==> src/rtl/game_over_monitor.sv <==
// game_over_monitor: row-sequential game-over detector (lock overflow, optional spawn block-out).
// Optional feature macro: GAME_OVER_SPAWN_CHECK_EN enables spawn block-out detection.
`default_nettype none

module game_over_monitor #(
  parameter int PIECE_W      = 4,
  parameter int VISIBLE_ROWS = 20,
  parameter int POS_W        = 5
) (
  input  logic                         clk,
  input  logic                         rst,
  input  logic                         restart,
  input  logic                         lock_valid,
  input  logic [POS_W-1:0]             pos_y,
  input  logic [PIECE_W*PIECE_W-1:0]   float,
  input  logic                         spawn_valid,
  input  logic                         spawn_collide,
  output logic                         busy,
  output logic                         done,
  output logic [$clog2(PIECE_W+1)-1:0] overflow_rows,
  output logic                         game_over,
  output logic [1:0]                   cause
);

  localparam int OVF_W = $clog2(PIECE_W+1);
  localparam int ROW_W = (PIECE_W > 1) ? $clog2(PIECE_W) : 1;
  localparam logic [POS_W:0] LIMIT = (POS_W+1)'(VISIBLE_ROWS + PIECE_W - 1);

  localparam logic [1:0] S_PLAY = 2'd0;
  localparam logic [1:0] S_SCAN = 2'd1;
  localparam logic [1:0] S_OVER = 2'd2;

  localparam logic [1:0] CAUSE_NONE  = 2'd0;
  localparam logic [1:0] CAUSE_LOCK  = 2'd1;
  localparam logic [1:0] CAUSE_SPAWN = 2'd2;

  logic [1:0]                 state_q, state_d;
  logic [POS_W-1:0]           pos_q, pos_d;
  logic [PIECE_W*PIECE_W-1:0] mask_q, mask_d;
  logic [ROW_W-1:0]           row_q, row_d;
  logic [OVF_W-1:0]           ovf_q, ovf_d;
  logic                       busy_q, busy_d;
  logic                       done_q, done_d;
  logic                       go_q, go_d;
  logic [1:0]                 cause_q, cause_d;

  logic                       w_spawn_hit;
  logic                       w_pend;
  logic [PIECE_W-1:0]         w_nz;
  logic [POS_W:0]             w_sum;
  logic                       w_last;
  logic                       w_row_ovf;
  logic [OVF_W-1:0]           w_ovf_inc;
  logic                       w_pend_eff;

  for (genvar g = 0; g < PIECE_W; g++) begin : g_row_nz
    assign w_nz[g] = |mask_q[g*PIECE_W +: PIECE_W];
  end

  // Sum is one bit wider than pos_y so high anchors never wrap below the limit.
  assign w_sum      = {1'b0, pos_q} + (POS_W+1)'(row_q);
  assign w_last     = (row_q == ROW_W'(PIECE_W-1));
  assign w_row_ovf  = w_nz[row_q] & (w_sum >= LIMIT);
  assign w_ovf_inc  = ovf_q + OVF_W'(w_row_ovf);
  assign w_pend_eff = w_pend | w_spawn_hit;

`ifdef GAME_OVER_SPAWN_CHECK_EN
  logic pend_q, pend_d;

  assign w_spawn_hit = spawn_valid & spawn_collide;
  assign w_pend      = pend_q;

  always_ff @(posedge clk or posedge rst) begin
    if (rst) pend_q <= 1'b0;
    else     pend_q <= pend_d;
  end

  always_comb begin
    pend_d = pend_q;
    if (restart) begin
      pend_d = 1'b0;
    end else begin
      case (state_q)
        S_PLAY:  if (lock_valid) pend_d = w_spawn_hit;
        S_SCAN:  pend_d = w_last ? 1'b0 : (pend_q | w_spawn_hit);
        default: pend_d = 1'b0;
      endcase
    end
  end
`else
  logic w_unused;
  assign w_unused    = spawn_valid ^ spawn_collide;
  assign w_spawn_hit = 1'b0;
  assign w_pend      = 1'b0;
`endif

  always_ff @(posedge clk or posedge rst) begin
    if (rst) begin
      state_q <= S_PLAY;
      pos_q   <= '0;
      mask_q  <= '0;
      row_q   <= '0;
      ovf_q   <= '0;
      busy_q  <= 1'b0;
      done_q  <= 1'b0;
      go_q    <= 1'b0;
      cause_q <= CAUSE_NONE;
    end else begin
      state_q <= state_d;
      pos_q   <= pos_d;
      mask_q  <= mask_d;
      row_q   <= row_d;
      ovf_q   <= ovf_d;
      busy_q  <= busy_d;
      done_q  <= done_d;
      go_q    <= go_d;
      cause_q <= cause_d;
    end
  end

  always_comb begin
    state_d = state_q;
    case (state_q)
      S_PLAY: begin
        if (lock_valid)       state_d = S_SCAN;
        else if (w_spawn_hit) state_d = S_OVER;
      end
      S_SCAN: begin
        if (w_last) begin
          if (w_ovf_inc != '0 || w_pend_eff) state_d = S_OVER;
          else                               state_d = S_PLAY;
        end
      end
      S_OVER:  state_d = S_OVER;
      default: state_d = S_PLAY;
    endcase
    if (restart) state_d = S_PLAY;
  end

  always_comb begin
    pos_d   = pos_q;
    mask_d  = mask_q;
    row_d   = row_q;
    ovf_d   = ovf_q;
    busy_d  = busy_q;
    done_d  = 1'b0;
    go_d    = go_q;
    cause_d = cause_q;
    if (restart) begin
      row_d   = '0;
      ovf_d   = '0;
      busy_d  = 1'b0;
      go_d    = 1'b0;
      cause_d = CAUSE_NONE;
    end else begin
      case (state_q)
        S_PLAY: begin
          if (lock_valid) begin
            pos_d  = pos_y;
            mask_d = float;
            row_d  = '0;
            ovf_d  = '0;
            busy_d = 1'b1;
          end else if (w_spawn_hit) begin
            go_d    = 1'b1;
            cause_d = CAUSE_SPAWN;
          end
        end
        S_SCAN: begin
          ovf_d = w_ovf_inc;
          row_d = row_q + ROW_W'(1);
          if (w_last) begin
            busy_d = 1'b0;
            done_d = 1'b1;
            if (w_ovf_inc != '0) begin
              go_d    = 1'b1;
              cause_d = CAUSE_LOCK;
            end else if (w_pend_eff) begin
              go_d    = 1'b1;
              cause_d = CAUSE_SPAWN;
            end
          end
        end
        default: ;
      endcase
    end
  end

  assign busy          = busy_q;
  assign done          = done_q;
  assign overflow_rows = ovf_q;
  assign game_over     = go_q;
  assign cause         = cause_q;

endmodule

`default_nettype wire

==> config.mk <==
export PLATFORM = sky130hd
export DESIGN_NAME = game_over_monitor
export DESIGN_NICKNAME = d
export VERILOG_FILES = /design/src/rtl/game_over_monitor.sv
export SDC_FILE = /design/constraint.sdc
export NUM_CORES = 1
export LEC_CHECK = 0
export BUFFER_PORTS_ARGS = -buffer_cell sky130_fd_sc_hd__buf_2
export CAP_MARGIN = 20
export CORE_MARGIN = 8
export CORE_UTILIZATION = 55
export CTS_BUF_LIST = sky130_fd_sc_hd__clkbuf_8 sky130_fd_sc_hd__clkbuf_16
export CTS_CLUSTER_SIZE = 40
export DETAILED_ROUTE_END_ITERATION = 6
export PLACE_DENSITY = 0.8
export RECOVER_POWER = 100
export SLEW_MARGIN = 40
export SYNTH_ARGS = -nofsm -noshare
export SYNTH_HDL_FRONTEND = slang
export SYNTH_SLANG_ARGS = --single-unit
==> constraint.sdc <==
create_clock -name clk -period 5.2 [get_ports clk]
set_input_delay 0.52 -clock clk [delete_from_list [all_inputs] [get_ports clk]]
set_output_delay 0.52 -clock clk [all_outputs]
set_load 0.01 [all_outputs]
== Word-level counts from Yosys, hierarchy flattened ==
Index checks and enable logic that the tools add are counted.

* Bits in registers: 33
* Bits of input ports: 27
* Output and inout port bits: 8
* Logic and storage cells: 64

* Add/subtract/negate cells: 3
* $lt $le $gt $ge: 2
* Eq/ne operators: 5
* Multiplexer cells: 28
* Bitwise gates (word level): 2
* Reduce and logical (&&, ||, !) cells: 15

{| class="wikitable"
|+ Operators with widths
! kind !! number
|-
| 2-bit 2-to-1 mux || 10
|-
| 4-bit OR reduction || 4
|-
| 1-bit 2-to-1 mux || 11
|-
| 3-bit AND reduction || 3
|-
| 5-bit by 2-bit adder with 6-bit output || 1
|-
| 6-bit by 5-bit greater-or-equal comparator with 1-bit output, second input constant || 1
|-
| 3-bit 2-to-1 mux || 2
|-
| 3-bit != test, second input constant || 2
|-
| 2-bit one-hot mux with 3 select lines || 1
|-
| 3-bit one-hot mux with 2 select lines || 1
|-
| 2-bit nonzero test || 3
|-
| 3-bit nonzero test || 2
|-
| 2-bit == test, second input constant || 2
|-
| 2-bit one-hot mux with 2 select lines || 1
|-
| 2-bit AND reduction || 2
|-
| 3-bit by 1-bit adder with 3-bit output || 1
|-
| 2-bit by 3-bit less-than comparator with 1-bit output, second input constant || 1
|-
| 2-bit by 1-bit adder with 2-bit output, second input constant || 1
|-
| 1-bit binary-select mux with 2-bit select || 1
|-
| 2-bit by 1-bit == test with 1-bit output, second input constant || 1
|-
| 2-bit zero test || 1
|-
| 1-bit one-hot mux with 2 select lines || 1
|-
| 1-bit AND || 1
|-
| 1-bit inverter || 1
|}

== Longest topological paths before layout ==
* Word-level depth: 10
* Mapped depth: 12
* Depth with buffers taken out: 12

== Least setup slack after synthesis ==
Ideal clock, no wire load.

* Kind: register -> register
* Start: register row_q[0]
* End: register cause_q[0], in the netlist cause[0]
* Setup time: 0.078 ns
* Data arrival time: 2.330 ns
* Setup slack: 2.792 ns
* Cell stages (with the launch flop): 12
* Path buffers: 0
* Clock period less this slack: 2.408 ns
* Cell sequence: dfrtp_1 > ha_1 > fa_1 > nand3b_1 > a21boi_0 > o21ai_0 > a32oi_1 > ha_1 > ha_1 > nand2b_1 > a31o_2 > a21oi_1

* Word-level cells in the longest chain between the ends: 7
* Elaborated cells on any way between the ends: 11
* Classes of those cells: 2 x add/sub; 1 x order compare; 1 x eq/ne; 2 x mux; 1 x bitwise; 4 x reduce/logical

{| class="wikitable"
|+ Ends and longest elaborated chain
! what !! RTL line !! source
|-
| start, declared || 40 || <nowiki>logic [ROW_W-1:0] row_q, row_d;</nowiki>
|-
| start signal, assigned || 112 || <nowiki>row_q <= row_d;</nowiki>
|-
| 5-bit by 2-bit adder with 6-bit output / 1-bit binary-select mux with 2-bit select (equally long branches) || 61, 63 ||
|-
| 6-bit by 5-bit greater-or-equal comparator with 1-bit output / 1-bit 2-to-1 mux (equally long branches) || 63 || <nowiki>assign w_row_ovf = w_nz[row_q] & (w_sum >= LIMIT);</nowiki>
|-
| 1-bit AND || 63 ||
|-
| 3-bit by 1-bit adder with 3-bit output || 64 || <nowiki>assign w_ovf_inc = ovf_q + OVF_W'(w_row_ovf);</nowiki>
|-
| 3-bit nonzero test || 175 || <nowiki>if (w_ovf_inc != '0) begin</nowiki>
|-
| 2-bit nonzero test (no source line) || -- ||
|-
| 3-bit AND reduction (no source line) * || -- ||
|-
| end signal, assigned || 117 || <nowiki>cause_q <= cause_d;</nowiki>
|-
| end, declared || 45 || <nowiki>logic [1:0] cause_q, cause_d;</nowiki>
|}

Mark *: on every way between the ends. The rest lies on a longest branch, timed or not. The select of a mux whose other input is x is not followed.
A chain may end at the register's enable or synchronous reset.

== Worst setup path in the final report ==
Same ends and word-level chain as after synthesis.

==> impl_metrics.tcl <==
set metrics [dict create \
    status "complete, no violations" \
    vias_per_cell 5.48 \
    yosysTopAreaCell "dfrtp_1" \
    antenna_found_initial 0 \
    cts_buffers 5 \
    dieHeight_um 68.9 \
    ys.flop_type "dfrtp_1" \
    slew_viol_final 0 \
    io_buffers 31 \
    clk_pin_slew_worst_paths_ps 70 \
    crit_top_cell "ha_1" \
    leakage_nw 0.795 \
    cts_tree "built" \
    area_delta_synth_final_pct 11.8 \
    seq_area_frac_synth 0.504 \
    cts_htree_levels 2 \
    rows 19 \
    syn_area_mm2 0.00154 \
    cp-end-kind "flip-flop" \
    worstPathRequired_ps 5360 \
    cts-root-buf "clkbuf_8" \
    yosys_warnings 0 \
    drt_iter0_markers 25 \
    synth_edf_count 0 \
    grt_max_degree 32 \
    cap_viol_max_count 0 \
    critical_path_buf_inv_count 0 \
    drt-pass1-iter-count 4 \
    fin_crit_ps 2670 \
    clock_latency_ps 280 \
    cpMaxStageDelayCell "dfrtp_1" \
    path_delay_family "adder cells" \
    yosys-top-cells-count "31 x dfrtp_1, 20 x mux2_4, 9 x nor2_1" \
    post_cts_buffers 0 \
    ir_drop_mv 0.256 \
    wl_per_cell_um 16.1 \
    n_antenna_cell 0 \
    fin_skew_ps 6.97 \
    synth_nets 148 \
    drive_above_1_share 0.253 \
    hold_path_class "primary input to flip-flop" \
    startpoint_type "flip-flop" \
    design.die.area_mm2 0.00475 \
    post-dp-hpwl_mm 2.23 \
    synth.avg_cell_area_um2 13.4 \
    grt_pass1_wl_mm 4.99 \
    yosysMostFrequentCell "dfrtp_1" \
    syn_inst 115 \
    cts.repair.resized 0 \
    fmax_mhz 375 \
    async_reset_ff_frac 1.00 \
    whs_ps 453 \
    worst_slew_pin_slew_ps 1140 \
    post-route-period-util 0.513 \
    postRouteAntennaNets 0 \
    die_x_um 68.9 \
    setup_violations 0 \
    arrival_ps 2830 \
    netlist.area_leader.share 0.504 \
    ys_types 36 \
    crit_fanout 7 \
    fin_setup_tns_ps 0 \
    powerDensity_mw_per_mm2 366 \
    hold_violations 0 \
    cts_num_sinks 31 \
    rsz0062_at_grt "false" \
    wirelength_mm 2.92 \
    crit_type "flip-flop to flip-flop" \
    overflow 0 \
    fin_nets 182 \
    start_util 0.568 \
    cts-hold-fix-buffers 0 \
    slew-limit-headroom 0.242 \
    grt_pass1_vias 1049 \
    grt.total_usage 0.141 \
    drcViolationCount 0 \
    gp_congestion 0.753 \
    vias 992 \
    path_cells "ha_1 -> fa_1 -> nand3b_1 -> a21boi_0 -> o21ai_0 -> a32oi_1 -> ha_1 -> ha_1 -> nor2_1 -> a31o_2 -> a21oi_1" \
    ys_ff_latch 31 \
    clockBufferDepth 2 \
    io_pins 35 \
    core_area_mm2 0.00271 \
    netlist_top_cells_area "dfrtp_1 50%, mux2_4 19%, ha_1 4.1%" \
    cpPeakStageDelay_ps 470 \
]
layout by cell type, fill, tap and decap left out, drive strengths merged, types with 2 or more instances in the layout:
cell | netlist | layout
dfrtp | 31 | 31
buf | 4 | 24
mux2 | 21 | 21
clkbuf | 1 | 14
nor2 | 9 | 9
ha | 5 | 5
a22oi | 4 | 4
a21oi | 4 | 4
nand2b | 3 | 3
nand2 | 3 | 3
o21ai | 3 | 3
inv | 3 | 3
o21bai | 2 | 2
and2b | 2 | 2
nand3 | 2 | 2
or4 | 2 | 2
kinds of logic after synthesis:
group | after synthesis | share of synthesized area
muxes | 22 | 0.209
and+or+nand+nor | 28 | 0.113
buffers and inverters | 8 | 0.0341
other | 1 | 0.00243
adders and majority gates | 6 | 0.0536
AOI/OAI and AO/OA | 19 | 0.0845
DFF | 31 | 0.504
flip-flops by register name (all words and copies together) (netlist names):
register / flops
mask_q: 16
pos_q: 5
overflow_rows: 3
row_q: 2
state_q: 2
busy: 1
cause: 1
done: 1
final timing paths:
kind                            from    endpoint  slack [ps]  depth (start not counted)
hold reg to reg            mask_q[1]   mask_q[1]         490                          1
max in group asynchronous        rst    pos_q[3]        3990                          2
min in group asynchronous        rst  mask_q[10]         520                          2
setup reg to reg            row_q[0]    cause[0]        2530                         11
hold / removal              float[8]   mask_q[8]         450                          2
setup / recovery            row_q[0]    cause[0]        2530                         11
worst register-to-register path, delay by kind of cell (launching register included):
kind                     cells  cell delay, ps
adder cells (fa/ha/maj)      4            1110
AND/OR/NAND/NOR              2             290
flip-flops                   1             470
AO/OA/AOI/OAI                5             680
power breakdown:
group | total, mW | switching, mW | internal, mW | leakage, nW
Clock | 0.243 | 0.0880 | 0.155 | 0.0612
Sequential | 0.303 | 0.0253 | 0.277 | 0.383
Combinational | 0.0848 | 0.0381 | 0.0467 | 0.351
Total | 0.630 | 0.151 | 0.479 | 0.795
cell type report:
class                           count  area [µm²]
Sequential cell                    31         776
Clock buffer                        6        82.6
Tap cell                           31        38.8
Multi-Input combinational cell     76         628
Clock inverter                      2        35.0
Fill cell                         238         988
Timing Repair Buffer               32         150
Inverter                            3        11.3
per-layer routing:
metal | up-vias | wire length (µm) | GRT usage
li1 | 477 | - | -
met1 | 495 | 1190 | 0.170
met5 | - | 0 | 0
met3 | 4 | 157 | 0.0582
met2 | 16 | 1530 | 0.222
met4 | 0 | 41 | 0.0526
metrics by stage:
step	instances	worst slack, ps	utilization	power, mW	area [µm²]
after detailed placement	173	2500	0.627	0.421	1700
after global placement	173	2590	0.627	0.411	1700
final	181	2530	0.635	0.630	1720
after floorplan	115	2790	-	0.389	1540
after global routing	181	2250	0.635	0.661	1720
after CTS	181	2490	0.671	0.667	1820
Power figures use the tool's default switching activity.
